## config.mk

```make
export PLATFORM = sky130hd
export DESIGN_NAME = parking_gate_scheduler_flat
export DESIGN_NICKNAME = d
export VERILOG_FILES = /design/src/rtl/parking_pkg.sv /design/src/rtl/parking_gate_scheduler_if.sv /design/src/rtl/gate_arbiter.sv /design/src/rtl/parking_gate_scheduler.sv /design/src/flat_wrapper.sv
export SDC_FILE = /design/constraint.sdc
export NUM_CORES = 1
export LEC_CHECK = 0
export BUFFER_PORTS_ARGS = -buffer_cell sky130_fd_sc_hd__buf_2
export CORE_AREA = 3 3 81 52
export CTS_CLUSTER_SIZE = 12
export DETAILED_ROUTE_END_ITERATION = 8
export DIE_AREA = 0 0 84 55
export HOLD_SLACK_MARGIN = 0.06
export SKIP_LAST_GASP = 1
export SLEW_MARGIN = 20
export SYNTH_ARGS = -nofsm -noshare
export SYNTH_HDL_FRONTEND = slang
export SYNTH_SLANG_ARGS = --single-unit
```

## constraint.sdc

```tcl
create_clock -name clk -period 2.2 [get_ports clk]
set_input_delay 0.33 -clock clk [delete_from_list [all_inputs] [get_ports clk]]
set_output_delay 0.33 -clock clk [all_outputs]
set_load 0.02 [all_outputs]
```

## src/rtl/parking_pkg.sv

```systemverilog
// Shared types and default sizing for the parking gate scheduler slice.
//  gate_state_t : phases of the shared barrier sequence
//  gate_op_t    : what the car at the gate is doing (entering or leaving)
//  pool_t       : which free-space counter a transaction charges or credits
package parking_pkg;

  typedef enum logic [1:0] {IDLE, OPENING, PASSING, CLOSING} gate_state_t;
  typedef enum logic       {OP_ENTRY, OP_EXIT}               gate_op_t;
  typedef enum logic       {POOL_NORMAL, POOL_HANDI}         pool_t;

  localparam int DEF_NORMAL_CAP   = 10;
  localparam int DEF_HANDI_CAP    = 5;
  localparam int DEF_CNT_W        = 4;
  localparam int DEF_OPEN_CYCLES  = 4;
  localparam int DEF_PASS_TIMEOUT = 16;

endpackage

```

## src/rtl/parking_gate_scheduler_if.sv

```systemverilog
// Lane/gate side bundle of the parking gate scheduler.
//  master : lane sensors (requests, exit pool, car_passed) drive; status is observed
//  slave  : scheduler; drives gate_open, grants, space counters, lot_full, timeout_err
interface parking_gate_scheduler_if #(
  parameter int CNT_W = 4
);
  logic             req_normal;
  logic             req_handicap;
  logic             req_exit;
  logic             exit_is_handicap;
  logic             car_passed;
  logic             gate_open;
  logic             grant_normal;
  logic             grant_handicap;
  logic             grant_exit;
  logic [CNT_W-1:0] normal_spaces;
  logic [CNT_W-1:0] handicap_spaces;
  logic             lot_full;
  logic             timeout_err;

  modport master (
    output req_normal, req_handicap, req_exit, exit_is_handicap, car_passed,
    input  gate_open, grant_normal, grant_handicap, grant_exit,
           normal_spaces, handicap_spaces, lot_full, timeout_err
  );

  modport slave (
    input  req_normal, req_handicap, req_exit, exit_is_handicap, car_passed,
    output gate_open, grant_normal, grant_handicap, grant_exit,
           normal_spaces, handicap_spaces, lot_full, timeout_err
  );
endinterface

```

## src/rtl/gate_arbiter.sv

```systemverilog
// Combinational fixed-priority pick (exit > handicap > normal) among eligible requests.
//  Inputs : request levels, exit pool select, current free-space counts
//  Outputs: one-hot win_* flags, win_any, and the {op, pool} the winner will commit to
module gate_arbiter
  import parking_pkg::*;
#(
  parameter int NORMAL_CAP = DEF_NORMAL_CAP,
  parameter int HANDI_CAP  = DEF_HANDI_CAP,
  parameter int CNT_W      = DEF_CNT_W
) (
  input  logic             req_normal,
  input  logic             req_handicap,
  input  logic             req_exit,
  input  logic             exit_is_handicap,
  input  logic [CNT_W-1:0] normal_spaces,
  input  logic [CNT_W-1:0] handicap_spaces,
  output logic             win_normal,
  output logic             win_handicap,
  output logic             win_exit,
  output logic             win_any,
  output gate_op_t         win_op,
  output pool_t            win_pool
);

  logic elig_exit, elig_handi, elig_normal;

  // An exit may only credit a pool that is not already full; a handicap entry
  // may fall back to the normal pool when the handicap pool is exhausted.
  assign elig_exit   = exit_is_handicap ? (handicap_spaces < CNT_W'(HANDI_CAP))
                                        : (normal_spaces   < CNT_W'(NORMAL_CAP));
  assign elig_handi  = (handicap_spaces != '0) || (normal_spaces != '0);
  assign elig_normal = (normal_spaces != '0);

  always_comb begin
    // NOTE: every output gets a default first so no path leaves one unassigned (no latch).
    win_normal   = 1'b0;
    win_handicap = 1'b0;
    win_exit     = 1'b0;
    win_op       = OP_ENTRY;
    win_pool     = POOL_NORMAL;
    if (req_exit && elig_exit) begin
      win_exit = 1'b1;
      win_op   = OP_EXIT;
      win_pool = exit_is_handicap ? POOL_HANDI : POOL_NORMAL;
    end else if (req_handicap && elig_handi) begin
      win_handicap = 1'b1;
      win_pool     = (handicap_spaces != '0) ? POOL_HANDI : POOL_NORMAL;
    end else if (req_normal && elig_normal) begin
      win_normal = 1'b1;
    end
  end

  assign win_any = win_exit | win_handicap | win_normal;

endmodule

```

## src/rtl/parking_gate_scheduler.sv

```systemverilog
// Sequences the shared barrier gate and owns the normal/handicap free-space counters.
//  clk, reset : system clock, synchronous active-high reset
//  bus        : slave side of parking_gate_scheduler_if (requests and car_passed in;
//               gate_open, grant pulses, space counters, lot_full, timeout_err out)
// Counters change only when a car is seen passing; aborted or timed-out openings
// leave them untouched.
module parking_gate_scheduler
  import parking_pkg::*;
#(
  parameter int NORMAL_CAP   = DEF_NORMAL_CAP,
  parameter int HANDI_CAP    = DEF_HANDI_CAP,
  parameter int CNT_W        = DEF_CNT_W,
  parameter int OPEN_CYCLES  = DEF_OPEN_CYCLES,
  parameter int PASS_TIMEOUT = DEF_PASS_TIMEOUT
) (
  input logic                     clk,
  input logic                     reset,
  parking_gate_scheduler_if.slave bus
);

  // State register kept as a plain vector so netlist names match older revisions.
  localparam logic [1:0] ST_IDLE    = IDLE;
  localparam logic [1:0] ST_OPENING = OPENING;
  localparam logic [1:0] ST_PASSING = PASSING;
  localparam logic [1:0] ST_CLOSING = CLOSING;

  // One timer serves all three timed phases; size it for the longest.
  localparam int TMAX  = (OPEN_CYCLES > PASS_TIMEOUT) ? OPEN_CYCLES : PASS_TIMEOUT;
  localparam int TMR_W = (TMAX > 1) ? $clog2(TMAX) : 1;

  logic [1:0]       state;
  logic [TMR_W-1:0] timer;
  gate_op_t         lat_op;
  pool_t            lat_pool;
  logic [CNT_W-1:0] n_q, h_q;

  logic     win_normal, win_handicap, win_exit, win_any;
  gate_op_t win_op;
  pool_t    win_pool;
  logic     in_idle, phase_done, pass_last, commit, timeout_hit;

  gate_arbiter #(
    .NORMAL_CAP (NORMAL_CAP),
    .HANDI_CAP  (HANDI_CAP),
    .CNT_W      (CNT_W)
  ) u_arb (
    .req_normal       (bus.req_normal),
    .req_handicap     (bus.req_handicap),
    .req_exit         (bus.req_exit),
    .exit_is_handicap (bus.exit_is_handicap),
    .normal_spaces    (n_q),
    .handicap_spaces  (h_q),
    .win_normal       (win_normal),
    .win_handicap     (win_handicap),
    .win_exit         (win_exit),
    .win_any          (win_any),
    .win_op           (win_op),
    .win_pool         (win_pool)
  );

  assign in_idle     = (state == ST_IDLE);
  assign phase_done  = (timer == TMR_W'(OPEN_CYCLES - 1));
  assign pass_last   = (timer == TMR_W'(PASS_TIMEOUT - 1));
  // A car seen on the final PASSING cycle still counts as a pass.
  assign commit      = (state == ST_PASSING) && bus.car_passed;
  assign timeout_hit = (state == ST_PASSING) && !bus.car_passed && pass_last;

  always_ff @(posedge clk) begin
    // NOTE: reset is synchronous here, so it sits inside the clocked block with no
    // entry in the sensitivity list.
    if (reset) begin
      state    <= ST_IDLE;
      timer    <= '0;
      lat_op   <= OP_ENTRY;
      lat_pool <= POOL_NORMAL;
    end else begin
      // NOTE: sequential state uses non-blocking assignments so every flop samples
      // pre-edge values regardless of statement order.
      unique case (state)
        ST_IDLE: begin
          if (win_any) begin
            state    <= ST_OPENING;
            timer    <= '0;
            lat_op   <= win_op;
            lat_pool <= win_pool;
          end
        end
        ST_OPENING: begin
          if (phase_done) begin
            state <= ST_PASSING;
            timer <= '0;
          end else begin
            timer <= timer + 1'b1;
          end
        end
        ST_PASSING: begin
          if (commit || timeout_hit) begin
            state <= ST_CLOSING;
            timer <= '0;
          end else begin
            timer <= timer + 1'b1;
          end
        end
        default: begin
          if (phase_done) begin
            state <= ST_IDLE;
            timer <= '0;
          end else begin
            timer <= timer + 1'b1;
          end
        end
      endcase
    end
  end

  // Eligibility at grant time guarantees these never saturate; the guards keep the
  // counters from wrapping even if that invariant were broken.
  always_ff @(posedge clk) begin
    if (reset) begin
      n_q <= CNT_W'(NORMAL_CAP);
      h_q <= CNT_W'(HANDI_CAP);
    end else if (commit) begin
      if (lat_op == OP_ENTRY) begin
        if (lat_pool == POOL_HANDI) begin
          assert (h_q != '0);
          if (h_q != '0) h_q <= h_q - 1'b1;
        end else begin
          assert (n_q != '0);
          if (n_q != '0) n_q <= n_q - 1'b1;
        end
      end else begin
        if (lat_pool == POOL_HANDI) begin
          assert (h_q < CNT_W'(HANDI_CAP));
          if (h_q < CNT_W'(HANDI_CAP)) h_q <= h_q + 1'b1;
        end else begin
          assert (n_q < CNT_W'(NORMAL_CAP));
          if (n_q < CNT_W'(NORMAL_CAP)) n_q <= n_q + 1'b1;
        end
      end
    end
  end

  assign bus.gate_open       = (state == ST_OPENING) || (state == ST_PASSING);
  assign bus.grant_normal    = in_idle && !reset && win_normal;
  assign bus.grant_handicap  = in_idle && !reset && win_handicap;
  assign bus.grant_exit      = in_idle && !reset && win_exit;
  assign bus.timeout_err     = timeout_hit && !reset;
  assign bus.normal_spaces   = n_q;
  assign bus.handicap_spaces = h_q;
  assign bus.lot_full        = (n_q == '0) && (h_q == '0);

endmodule

```

## src/flat_wrapper.sv

```systemverilog
// flat-port wrapper written by rule: the top's interface ports become plain ports
module parking_gate_scheduler_flat import parking_pkg::*;
#(
  parameter int NORMAL_CAP   = DEF_NORMAL_CAP,
  parameter int HANDI_CAP    = DEF_HANDI_CAP,
  parameter int CNT_W        = DEF_CNT_W,
  parameter int OPEN_CYCLES  = DEF_OPEN_CYCLES,
  parameter int PASS_TIMEOUT = DEF_PASS_TIMEOUT
)
  (clk, reset, bus_req_normal, bus_req_handicap, bus_req_exit, bus_exit_is_handicap, bus_car_passed, bus_gate_open, bus_grant_normal, bus_grant_handicap, bus_grant_exit, bus_normal_spaces, bus_handicap_spaces, bus_lot_full, bus_timeout_err);
  parking_gate_scheduler_if #(.CNT_W(CNT_W)) bus_i ();
  input logic clk;
  input logic reset;
  input wire logic [$bits(bus_i.req_normal)-1:0] bus_req_normal;
  input wire logic [$bits(bus_i.req_handicap)-1:0] bus_req_handicap;
  input wire logic [$bits(bus_i.req_exit)-1:0] bus_req_exit;
  input wire logic [$bits(bus_i.exit_is_handicap)-1:0] bus_exit_is_handicap;
  input wire logic [$bits(bus_i.car_passed)-1:0] bus_car_passed;
  output wire logic [$bits(bus_i.gate_open)-1:0] bus_gate_open;
  output wire logic [$bits(bus_i.grant_normal)-1:0] bus_grant_normal;
  output wire logic [$bits(bus_i.grant_handicap)-1:0] bus_grant_handicap;
  output wire logic [$bits(bus_i.grant_exit)-1:0] bus_grant_exit;
  output wire logic [$bits(bus_i.normal_spaces)-1:0] bus_normal_spaces;
  output wire logic [$bits(bus_i.handicap_spaces)-1:0] bus_handicap_spaces;
  output wire logic [$bits(bus_i.lot_full)-1:0] bus_lot_full;
  output wire logic [$bits(bus_i.timeout_err)-1:0] bus_timeout_err;
  assign bus_i.req_normal = bus_req_normal;
  assign bus_i.req_handicap = bus_req_handicap;
  assign bus_i.req_exit = bus_req_exit;
  assign bus_i.exit_is_handicap = bus_exit_is_handicap;
  assign bus_i.car_passed = bus_car_passed;
  assign bus_gate_open = bus_i.gate_open;
  assign bus_grant_normal = bus_i.grant_normal;
  assign bus_grant_handicap = bus_i.grant_handicap;
  assign bus_grant_exit = bus_i.grant_exit;
  assign bus_normal_spaces = bus_i.normal_spaces;
  assign bus_handicap_spaces = bus_i.handicap_spaces;
  assign bus_lot_full = bus_i.lot_full;
  assign bus_timeout_err = bus_i.timeout_err;
  parking_gate_scheduler #(.NORMAL_CAP(NORMAL_CAP), .HANDI_CAP(HANDI_CAP), .CNT_W(CNT_W), .OPEN_CYCLES(OPEN_CYCLES), .PASS_TIMEOUT(PASS_TIMEOUT)) u_core (.clk(clk), .reset(reset), .bus(bus_i));
endmodule
```

==> summary.md <==
| Metric | Value |
|---|---|
| Outcome | `finished clean` |
| Reg power frac | `31.0%` |
| CTS H-tree lvls | `1` |
| FFs w/ async S/R, synth | `0%` |
| P_int | `0.729 mW` |
| Worst setup path class | `flop to flop` |
| Synth warn | `0` |
| Initial core utilization | `31.1%` |
| Pre-antenna DRT Iters | `4` |
| Post-Layout Cell Count | `196` |
| Post-Synthesis Cell Area | `0.00112 mm2` |
| Unrepaired setup endpoints after global routing | `no` |
| Post-cts sizing count | `0` |
| GR Util All Layers | `12.5%` |
| Die span in y | `55 um` |
| Die area | `0.00462 mm2` |
| First-pass GRT wire length | `4.44 mm` |
| Sw power | `0.475 mW` |
| Diode count | `0` |
| # fillers | `390` |
| Vias/cell | `5.09` |
| Synth top area share | `28.7%` |
| Synth cell types | `44` |
| Leakage power | `0.553 nW` |
| RePlAce Congestion | `0.822` |
| Crit share post-route | `89.6%` |
| Starting DRT DRC Count | `48` |
| Worst slew margin | `69.6%` |
| Synth Instances | `127` |
| Clock Sink Count | `16` |
| Critical-path maximum fanout | `6` |
| Worst hold slack | `0.425 ns` |
| Post-CTS Setup Inserts | `0` |
| Number of flops mapped to enable cells by yosys | `0` |
| Final Hold Vio Count | `0` |
| Top_reg_cell synth | `dfxtp_1` |
| WP data arrival | `2.17 ns` |
| Slowest stage delay, CP | `0.64 ns` |
| Initial antenna violation count | `0` |
| Slew Viols, Final | `0` |
| Syn nets | `144` |
| Max Clk Rate | `0.507 GHz` |
| Net Sw Frac | `39.5%` |
| # setup viols final | `0` |
| Largest area contributor in the netlist | `dfxtp_1` |
| Worst EP required | `2.40 ns` |
| Root Buffer | `clkbuf_8` |
| CTS Buf Count | `3` |
| Vias | `998` |
| Commonest non-fill, non-tap cell in the layout | `buf_2` |
| Share of layout cells above drive strength 1 | `24.2%` |
| Max-Cap Viols | `0` |
| Worst Clk Skew | `0.00205 ns` |
| Post-cts hold buffer count | `0` |
| Residual DRC | `0` |
| Final setup TNS | `0 ns` |
| I/O Pins | `21` |
| Crit-path cells | `inv_1 -> ha_1 -> nand2_1 -> or4_1 -> or3_1 -> nand3_1` |
| Gate power share | `46.3%` |
| Sequential area share after synthesis | `28.7%` |
| Clk network pwr share | `22.7%` |
| Ranking of synthesized cells by area | `dfxtp_1, ha_1, nand2_1, fa_1, a21oi_1` |
| Post-route ant nets | `0` |
| DPL Wire Length | `2.12 mm` |
| Power density over the cells | `910 mW/mm2` |
| CTS max path bufs | `2` |
| Peak VDD IR | `0.430 mV` |
| Commonest cells after routing, fill and taps aside | `buf_2, dfxtp_1, nand2_1` |
| Syn Area/Cell | `8.80 um2` |
| Minimum clock period | `1.97 ns` |
| Rows | `17` |
| CP max stage cell | `or4_1` |
| CTS clk-pin slew, worst paths | `0.07 ns` |
| Die Wd | `84 um` |
| Vias in the first global route | `910` |
| Worst min path class | `input port to flop` |
| Avg WL per Cell | `13.7 um` |
| Worst Setup Start Kind | `flop` |
| PortBufs | `20` |
| Core ar. | `0.00359 mm2` |
| Clk Latency, worst-skew pair | `0.25 ns` |
| Synth Register Bits | `16` |
| Critical path capture point type | `flop` |
| Final nets | `167` |
| Grt ovf | `0` |
| Largest net degree at the start of global routing | `16` |
| Least-Margin Pin Slew | `0.451 ns` |
| CTS tree | `yes` |
| Placed cells | `192` |
| Area grow syn2layout | `18.4%` |
| Final WL | `2.68 mm` |
==> state kept, by name, indices dropped and copies added (netlist names) <==
name and cells:
u_core.bus.handicap_spaces 4, u_core.bus.normal_spaces 4, u_core.timer 4, u_core.state 2, u_core.lat_op 1, u_core.lat_pool 1
==> logic make-up (layout without fill, tap and decap cells) <==
group / after synthesis / count (layout) / share of synthesized area, %
adder cells (fa/ha/maj): 10 / 10 / 12.5
flip-flops: 16 / 16 / 28.7
buffers and inverters: 12 / 34 / 4.48
AO/OA/AOI/OAI: 30 / 30 / 20.9
multiplexers: 4 / 4 / 4.03
XOR/XNOR: 6 / 6 / 4.70
AND/OR/NAND/NOR: 49 / 49 / 24.6
==> Yosys cell counts, types with 2 or more instances <==
| cell type | instances |
|---|---|
| o32ai_1 | 3 |
| nor4_1 | 3 |
| xor2_1 | 3 |
| fa_1 | 2 |
| a21oi_1 | 7 |
| and3_1 | 3 |
| inv_1 | 9 |
| nand2_1 | 14 |
| nor2_1 | 8 |
| nand3_1 | 4 |
| o21ai_0 | 6 |
| ha_1 | 8 |
| nand2b_1 | 3 |
| mux2i_1 | 3 |
| xnor2_1 | 3 |
| nor2_2 | 2 |
| dfxtp_1 | 16 |
| or3_1 | 3 |
| or4_4 | 2 |
==> worst paths after layout <==
path | start | end | slack (ns) | depth (start not counted)
worst max-delay path | u_core.state[0]$_SDFFE_PP0P_ | u_core.bus.normal_spaces[3]$_SDFFE_PP1P_ | 0.23 | 6
worst min-delay path | reset | u_core.timer[0]$_SDFFE_PP0P_ | 0.43 | 2
worst max register to register | u_core.state[0]$_SDFFE_PP0P_ | u_core.bus.normal_spaces[3]$_SDFFE_PP1P_ | 0.23 | 6
worst min register to register | u_core.timer[1]$_SDFFE_PP0P_ | u_core.timer[1]$_SDFFE_PP0P_ | 0.49 | 2
==> worst max-delay path: cells and delay by family (launching register included) <==
family	cells	cell delay [ns]
buffers and inverters	1	0.08
DFF	1	0.33
adders and majority gates	1	0.24
and+or+nand+nor	4	1.26
==> routing by layer <==
| layer | share of wire (%) | routed length, um | GRT usage (%) |
|---|---|---|---|
| met2 | 38 | 1020 | 18.2 |
| met5 | 0 | 0 | 0 |
| met3 | 8.4 | 226 | 4.29 |
| met1 | 53 | 1420 | 17.5 |
| met4 | 0.71 | 19 | 4.01 |
==> per-stage QoR <==
| step | utilization, % | area (um2) | setup slack, ns | power [mW] |
|---|---|---|---|---|
| CTS | 36.8 | 1320 | 0.214 | 1.21 |
| floorplan | - | 1120 | 0.244 | 0.812 |
| detailed placement | 35.3 | 1270 | 0.230 | 0.935 |
| global route | 36.8 | 1320 | 0.0538 | 1.30 |
| finish | 36.8 | 1320 | 0.230 | 1.20 |
| global placement | 35.3 | 1270 | 0.308 | 0.917 |
==> final cells by class <==
| type | instances | area, um2 | area share (%) |
|---|---|---|---|
| clock buffer | 4 | 55.1 | 4.16 |
| inverter | 9 | 33.8 | 2.55 |
| multi-input combinational | 99 | 747 | 56.5 |
| sequential | 16 | 320 | 24.2 |
| tap | 47 | 58.8 | 4.45 |
| timing repair buffer | 21 | 108 | 8.14 |
==> power by group through the flow <==
stage	clock network [mW]	registers, mW	logic (mW)
detailed placement	0	0.380	0.555
finish	0.273	0.373	0.557
global route	0.294	0.381	0.627
CTS	0.276	0.373	0.559
global placement	0	0.376	0.541
floorplan	0	0.376	0.436
(Power assumes the default switching activity.)
